===== src/rtl/sc_collision_sequencer_pkg.sv =====
// -----------------------------------------------------------------------------
// sc_collision_sequencer_pkg
// Shared definitions for the collision sequencer:
//   - FSM state encoding (IDLE, CHK1, CHK2, UPD, GAMEOVER)
//   - winner codes reported on SC_COLSEQ_winner_OutBUS
//   - winnerCode(): maps "player out of lives" flags to a winner code
// -----------------------------------------------------------------------------
package sc_collision_sequencer_pkg;

   localparam logic [2:0] ST_IDLE     = 3'd0;
   localparam logic [2:0] ST_CHK1     = 3'd1;
   localparam logic [2:0] ST_CHK2     = 3'd2;
   localparam logic [2:0] ST_UPD      = 3'd3;
   localparam logic [2:0] ST_GAMEOVER = 3'd4;

   typedef enum logic [2:0] {
      IDLE     = ST_IDLE,
      CHK1     = ST_CHK1,
      CHK2     = ST_CHK2,
      UPD      = ST_UPD,
      GAMEOVER = ST_GAMEOVER
   } colseqState_t;

   localparam logic [1:0] WIN_NONE = 2'b00;
   localparam logic [1:0] WIN_J1   = 2'b01;
   localparam logic [1:0] WIN_J2   = 2'b10;
   localparam logic [1:0] WIN_DRAW = 2'b11;

   // The player who still has lives wins; both out is a draw.
   function automatic logic [1:0] winnerCode(input logic jug1Out, input logic jug2Out);
      logic [1:0] code;
      code = WIN_NONE;
      if (jug1Out && jug2Out) begin
         code = WIN_DRAW;
      end else if (jug1Out) begin
         code = WIN_J2;
      end else if (jug2Out) begin
         code = WIN_J1;
      end
      return code;
   endfunction

endpackage


===== src/rtl/sc_colseq_hitcomp.sv =====
// -----------------------------------------------------------------------------
// sc_colseq_hitcomp
// Combinational row-versus-position hit comparator. A hit is any column where
// both the obstacle row and the player position have a set bit.
//   row  : obstacle row, 1 = obstacle
//   pos  : player position, 1 = occupied
//   hit  : 1 when row and pos share at least one set bit
// -----------------------------------------------------------------------------
module sc_colseq_hitcomp #(
   parameter int DATAWIDTH = 8
) (
   input  logic [DATAWIDTH-1:0] row,
   input  logic [DATAWIDTH-1:0] pos,
   output logic                 hit
);

   assign hit = |(row & pos);

endmodule


===== src/rtl/sc_collision_sequencer.sv =====
// -----------------------------------------------------------------------------
// sc_collision_sequencer
// Time-shares one hit comparator between two players. Each accepted start
// captures the bottom row and both positions, checks player 1 (CHK1), then
// player 2 (CHK2), then updates the saturating lives counters (UPD) and pulses
// done. When a player runs out of lives the block parks in GAMEOVER with the
// winner code until restart.
//   SC_COLSEQ_CLOCK_50          : clock
//   SC_COLSEQ_RESET_InHigh      : async active-high reset
//   SC_COLSEQ_start_InHigh      : new bottom row valid (accepted only in IDLE)
//   SC_COLSEQ_restart_InHigh    : reload lives (accepted only in GAMEOVER)
//   SC_COLSEQ_fila0_InBUS       : bottom obstacle row
//   SC_COLSEQ_posjug1/2_InBUS   : player positions
//   SC_COLSEQ_busy_Out          : sequence in progress (CHK1..UPD)
//   SC_COLSEQ_done_Out          : one-cycle pulse, hits and lives updated
//   SC_COLSEQ_hitjug1/2_Out     : registered hit results
//   SC_COLSEQ_livesjug1/2_OutBUS: lives remaining
//   SC_COLSEQ_gameover_Out      : high in GAMEOVER
//   SC_COLSEQ_winner_OutBUS     : 00 none, 01 P1, 10 P2, 11 draw
// Handshake: start is a single-cycle request with no back-pressure; a start
// that arrives outside IDLE is dropped, never queued. Software should wait for
// done (or busy low) before issuing the next start.
// -----------------------------------------------------------------------------
module sc_collision_sequencer
   import sc_collision_sequencer_pkg::*;
#(
   parameter int DATAWIDTH  = 8,
   parameter int LIVESWIDTH = 2,
   parameter int LIVES_INIT = 3
) (
   input  logic                  SC_COLSEQ_CLOCK_50,
   input  logic                  SC_COLSEQ_RESET_InHigh,
   input  logic                  SC_COLSEQ_start_InHigh,
   input  logic                  SC_COLSEQ_restart_InHigh,
   input  logic [DATAWIDTH-1:0]  SC_COLSEQ_fila0_InBUS,
   input  logic [DATAWIDTH-1:0]  SC_COLSEQ_posjug1_InBUS,
   input  logic [DATAWIDTH-1:0]  SC_COLSEQ_posjug2_InBUS,
   output logic                  SC_COLSEQ_busy_Out,
   output logic                  SC_COLSEQ_done_Out,
   output logic                  SC_COLSEQ_hitjug1_Out,
   output logic                  SC_COLSEQ_hitjug2_Out,
   output logic [LIVESWIDTH-1:0] SC_COLSEQ_livesjug1_OutBUS,
   output logic [LIVESWIDTH-1:0] SC_COLSEQ_livesjug2_OutBUS,
   output logic                  SC_COLSEQ_gameover_Out,
   output logic [1:0]            SC_COLSEQ_winner_OutBUS
);

   localparam logic [LIVESWIDTH-1:0] LIVES_RELOAD = LIVESWIDTH'(LIVES_INIT);
   localparam logic [LIVESWIDTH-1:0] LIVES_ZERO   = '0;
   localparam logic [LIVESWIDTH-1:0] LIVES_ONE    = LIVESWIDTH'(1);

   colseqState_t          state;
   logic [DATAWIDTH-1:0]  filaReg;
   logic [DATAWIDTH-1:0]  posJug1Reg;
   logic [DATAWIDTH-1:0]  posJug2Reg;
   logic [DATAWIDTH-1:0]  compPos;
   logic                  compHit;
   logic [LIVESWIDTH-1:0] livesJug1Next;
   logic [LIVESWIDTH-1:0] livesJug2Next;
   logic                  jug1Out;
   logic                  jug2Out;

   // Position mux: player 2 only in CHK2, player 1 otherwise (CHK1 is the
   // only other state where the comparator result is used).
   assign compPos = (state == CHK2) ? posJug2Reg : posJug1Reg;

   sc_colseq_hitcomp #(
      .DATAWIDTH(DATAWIDTH)
   ) u_hitcomp (
      .row(filaReg),
      .pos(compPos),
      .hit(compHit)
   );

   // Saturating decrement, evaluated from the registered hit flags in UPD.
   always_comb begin
      livesJug1Next = SC_COLSEQ_livesjug1_OutBUS;
      livesJug2Next = SC_COLSEQ_livesjug2_OutBUS;
      if (SC_COLSEQ_hitjug1_Out && (SC_COLSEQ_livesjug1_OutBUS != LIVES_ZERO)) begin
         livesJug1Next = SC_COLSEQ_livesjug1_OutBUS - LIVES_ONE;
      end
      if (SC_COLSEQ_hitjug2_Out && (SC_COLSEQ_livesjug2_OutBUS != LIVES_ZERO)) begin
         livesJug2Next = SC_COLSEQ_livesjug2_OutBUS - LIVES_ONE;
      end
   end

   assign jug1Out = (livesJug1Next == LIVES_ZERO);
   assign jug2Out = (livesJug2Next == LIVES_ZERO);

   always_ff @(posedge SC_COLSEQ_CLOCK_50 or posedge SC_COLSEQ_RESET_InHigh) begin
      if (SC_COLSEQ_RESET_InHigh) begin
         state                      <= IDLE;
         filaReg                    <= '0;
         posJug1Reg                 <= '0;
         posJug2Reg                 <= '0;
         SC_COLSEQ_busy_Out         <= 1'b0;
         SC_COLSEQ_done_Out         <= 1'b0;
         SC_COLSEQ_hitjug1_Out      <= 1'b0;
         SC_COLSEQ_hitjug2_Out      <= 1'b0;
         SC_COLSEQ_livesjug1_OutBUS <= LIVES_RELOAD;
         SC_COLSEQ_livesjug2_OutBUS <= LIVES_RELOAD;
         SC_COLSEQ_gameover_Out     <= 1'b0;
         SC_COLSEQ_winner_OutBUS    <= WIN_NONE;
      end else begin
         SC_COLSEQ_done_Out <= 1'b0;
         case (state)
            IDLE: begin
               if (SC_COLSEQ_start_InHigh) begin
                  filaReg            <= SC_COLSEQ_fila0_InBUS;
                  posJug1Reg         <= SC_COLSEQ_posjug1_InBUS;
                  posJug2Reg         <= SC_COLSEQ_posjug2_InBUS;
                  SC_COLSEQ_busy_Out <= 1'b1;
                  state              <= CHK1;
               end
            end
            CHK1: begin
               SC_COLSEQ_hitjug1_Out <= compHit;
               state                 <= CHK2;
            end
            CHK2: begin
               SC_COLSEQ_hitjug2_Out <= compHit;
               state                 <= UPD;
            end
            UPD: begin
               SC_COLSEQ_livesjug1_OutBUS <= livesJug1Next;
               SC_COLSEQ_livesjug2_OutBUS <= livesJug2Next;
               SC_COLSEQ_done_Out         <= 1'b1;
               SC_COLSEQ_busy_Out         <= 1'b0;
               if (jug1Out || jug2Out) begin
                  SC_COLSEQ_gameover_Out  <= 1'b1;
                  SC_COLSEQ_winner_OutBUS <= winnerCode(jug1Out, jug2Out);
                  state                   <= GAMEOVER;
               end else begin
                  state <= IDLE;
               end
            end
            GAMEOVER: begin
               // start is ignored here, so restart always wins a tie.
               if (SC_COLSEQ_restart_InHigh) begin
                  SC_COLSEQ_livesjug1_OutBUS <= LIVES_RELOAD;
                  SC_COLSEQ_livesjug2_OutBUS <= LIVES_RELOAD;
                  SC_COLSEQ_hitjug1_Out      <= 1'b0;
                  SC_COLSEQ_hitjug2_Out      <= 1'b0;
                  SC_COLSEQ_winner_OutBUS    <= WIN_NONE;
                  SC_COLSEQ_gameover_Out     <= 1'b0;
                  state                      <= IDLE;
               end
            end
            default: begin
               state <= IDLE;
            end
         endcase
      end
   end

endmodule


===== config.mk =====
export PLATFORM = sky130hd
export DESIGN_NAME = sc_collision_sequencer
export DESIGN_NICKNAME = d
export VERILOG_FILES = /design/src/rtl/sc_collision_sequencer_pkg.sv /design/src/rtl/sc_colseq_hitcomp.sv /design/src/rtl/sc_collision_sequencer.sv
export SDC_FILE = /design/constraint.sdc
export NUM_CORES = 1
export LEC_CHECK = 0
export ABC_AREA = 0
export CAP_MARGIN = 20
export CORE_ASPECT_RATIO = 1.2
export CORE_UTILIZATION = 44
export CTS_BUF_LIST = sky130_fd_sc_hd__clkbuf_8 sky130_fd_sc_hd__clkbuf_16
export DETAILED_ROUTE_END_ITERATION = 8
export HOLD_SLACK_MARGIN = 0.06
export MAX_ROUTING_LAYER = met4
export PLACE_DENSITY = 0.7
export SYNTH_ARGS = -nofsm -noshare
export SYNTH_HDL_FRONTEND = slang
export SYNTH_SLANG_ARGS = --single-unit

===== constraint.sdc =====
create_clock -name SC_COLSEQ_CLOCK_50 -period 1.7 [get_ports SC_COLSEQ_CLOCK_50]
set_input_delay 0.255 -clock SC_COLSEQ_CLOCK_50 [delete_from_list [all_inputs] [get_ports SC_COLSEQ_CLOCK_50]]
set_output_delay 0.255 -clock SC_COLSEQ_CLOCK_50 [all_outputs]
set_load 0.05 [all_outputs]

==> out/results.txt <==
Post-CTS setup repair buffer count: 0
Synth unique cells: 28
Total CTS buffers: 5
Synth Net Count: 164
Worst-margin pin slew: 0.469 ns
Die Y: 70.7 µm
Sw power: 1.75 mW
Htree depth: 2
Vias in the first global route: 1,283
Final antenna diode count: 0
Clk sink count: 38
Cell Rows: 24
Setup Skew: 0.00399 ns
Clock share of power: 0.129
Most common cell in the synthesized netlist: dfrtp_1
Switching Fraction: 0.374
Top Usage Layer GRT: met2
HP Class: in -> async
Post-Syn Area per Cell: 12.9 µm²
CP endpoint kind: flop
Element type at the critical path start: flop
Root Buffer: clkbuf_8
Detail Placement HPWL: 2560 µm
Top post-synthesis cells by count: dfrtp_1, mux2_2, nor2_1, a21oi_1, nand2_1
# setup viols final: 0
Share of cells above drive strength 1: 0.393
Met1 Track Usage GR: 0.214
DRC errors left: 0
Peak VDD IR: 852 µV
Setup tns final: 0 ns
Max Clock Freq: 593 MHz
Initial antenna violation count: 0
Ports: 39
Crit path setup slack, layout: 0.0129 ns
Post-synth EDFFs: 0
Detailed-router iteration count before antenna repair: 4
Initial DRC count: 53
Final #Nets: 212
GR Util met2: 0.327
Avg WL per Cell: 14.0 µm
Placed cell count: 227
Global-route wire length before repair: 5750 µm
Dpl cell area: 2220 µm²
R2r endpoint: SC_COLSEQ_hitjug2_Out
PD cells: 1990 nW/µm²
Top_reg_cell synth: dfrtp_1
Initial Util: 0.468
Skew-Pair Late Insertion Delay: 0.28 ns
Clock transition at the registers of the reported paths: 0.07 ns
Period utilisation layout: 0.992
Worst flop-to-flop path startpoint: state[0]
Hold Vio Cnt, Final: 0
Slew headroom: 0.687
Fin. max-slew vios: 0
Worst path arrival time: 1.85 ns
Die width: 59.2 µm
Combinational share of power: 0.512
Met3 usage: 0.0439
Synth area leaders: dfrtp_1, mux2_2, dfstp_2
GRT Residual Overflow: 0
Worst R2R Path Depth: 6
Tot Pwr: 4.68 mW
Hold_ws: 0.375 ns
Synth top area share: 0.492
Seq/Total Area, Yosys: 0.552
Crit Path Class: reg -> reg
FF-to-FF setup slack: 0.01 ns
Port Buffer Count: 38
Setup WS pre-CTS: -0.0529 ns
Status: finished, final reports clean
Max Root-Sink Buffers: 2
Syn-to-layout area delta: 35.6%
Die ar.: 4190 µm²
Final min period: 1.69 ns
Vias/cell: 5.11
Worst Path Required: 1.87 ns
Via count: 1,200
Finished Cell Area: 2350 µm²
Area leader, netlist: dfrtp_1
Core Util, Final: 0.636
Core box area: 3690 µm²
Fill cells: 318
Yosys reg bits: 38
Largest net degree at the start of global routing: 39
Synth warn: 0
Synthesized cell area: 1730 µm²
Antenna-violating nets left: 0
Global-route usage over all layers: 0.192
Worst-path fanout max: 8
Int Pwr: 2.93 mW
Flop pwr share: 0.359
Routability cong.: 0.765
Cells after Synth: 134
Cell Count, Final, Fillers Out: 235
Max-Cap Viols: 0
RSZ-0062 raised after global routing: yes
Asr flop ratio synth: 1.00
CTS tree: yes
WL final: 3280 µm
Leak pwr: 1.04 nW
==> cell families (layout without fill, tap and decap cells) <==
| logic type | Yosys count | after routing | synth area share |
|---|---|---|---|
| AO/OA/AOI/OAI | 19 | 19 | 0.0730 |
| adder cells (fa/ha/maj) | 2 | 2 | 0.0145 |
| buffers and inverters | 11 | 60 | 0.0362 |
| flip-flops | 38 | 38 | 0.552 |
| multiplexers | 32 | 32 | 0.208 |
| AND/OR/NAND/NOR | 32 | 32 | 0.116 |
==> metal layers <==
layer | wire length [µm] | part of all wire
met1 | 1270 | 0.39
met2 | 1820 | 0.55
met3 | 136 | 0.041
met4 | 55 | 0.017
met5 | 0 | 0
==> cell type report <==
cell class                 count  area (µm²)  share of cell area
tap                           52        65.1              0.0277
timing repair buffer          46         467               0.199
sequential                    38         956               0.407
clock buffer                   6        82.6              0.0352
multi-input combinational     85         747               0.318
clock inverter                 2        7.51             0.00320
inverter                       6        22.5             0.00959
==> state kept, by name, indices dropped and copies added, names as in the netlist <==
register,count
SC_COLSEQ_done_Out,1
filaReg,8
SC_COLSEQ_winner_OutBUS,2
SC_COLSEQ_busy_Out,1
posJug2Reg,8
SC_COLSEQ_hitjug1_Out,1
posJug1Reg,8
SC_COLSEQ_livesjug1_OutBUS,2
SC_COLSEQ_livesjug2_OutBUS,2
SC_COLSEQ_gameover_Out,1
SC_COLSEQ_hitjug2_Out,1
state,3
==> power by group through the flow <==
stage / logic [mW] / clock network (mW) / registers, mW
floorplan: 1.28 / 0 / 1.98
global placement: 2.19 / 0 / 1.67
detailed placement: 2.27 / 0 / 1.69
CTS: 2.39 / 0.622 / 1.69
global route: 2.59 / 0.656 / 1.73
finish: 2.40 / 0.606 / 1.68
==> cell usage in the layout (no fill, tap or decap), types with 2 or more instances in the layout <==
cell type         n
ha_1              2
dfstp_2           4
nand3_1           4
inv_1             7
a21oi_1           8
clkdlybuf4s50_1  27
a22oi_2           4
mux2_2           27
mux2_4            4
o21bai_1          2
nand2_1           8
dfrtp_1          34
buf_12            4
nor2_1           10
nand4b_1          2
clkbuf_8          6
buf_4            14
nand2b_1          2
==> worst max-delay path by stage <==
stage / startpoint / endpoint / slack, ns / depth (start not counted)
after floorplan: state[0] / SC_COLSEQ_hitjug2_Out / -0.1 / 6
after global placement: state[0] / SC_COLSEQ_hitjug2_Out / -0.01 / 6
after detailed placement: state[0] / SC_COLSEQ_hitjug2_Out / -0.05 / 6
after CTS: state[2] / SC_COLSEQ_hitjug2_Out / -0.006 / 6
after global routing: state[0] / SC_COLSEQ_hitjug2_Out / -0.04 / 6
final: state[0] / SC_COLSEQ_hitjug2_Out / 0.01 / 6
==> repair_timing <==
action	in CTS	in global routing
endpoints found under the setup margin	2	4
hold buffers	0	0
pin swaps	6	3
resized for setup	8	3
==> critical path, cell delays in order, from the launching register on <==
cell and delay (ns):
dfrtp_1 0.40, nor3b_4 0.20, buf_6 0.17, mux2_2 0.35, a22oi_2 0.12, and4_4 0.25
o22ai_2 0.07
(Power assumes the default switching activity.)
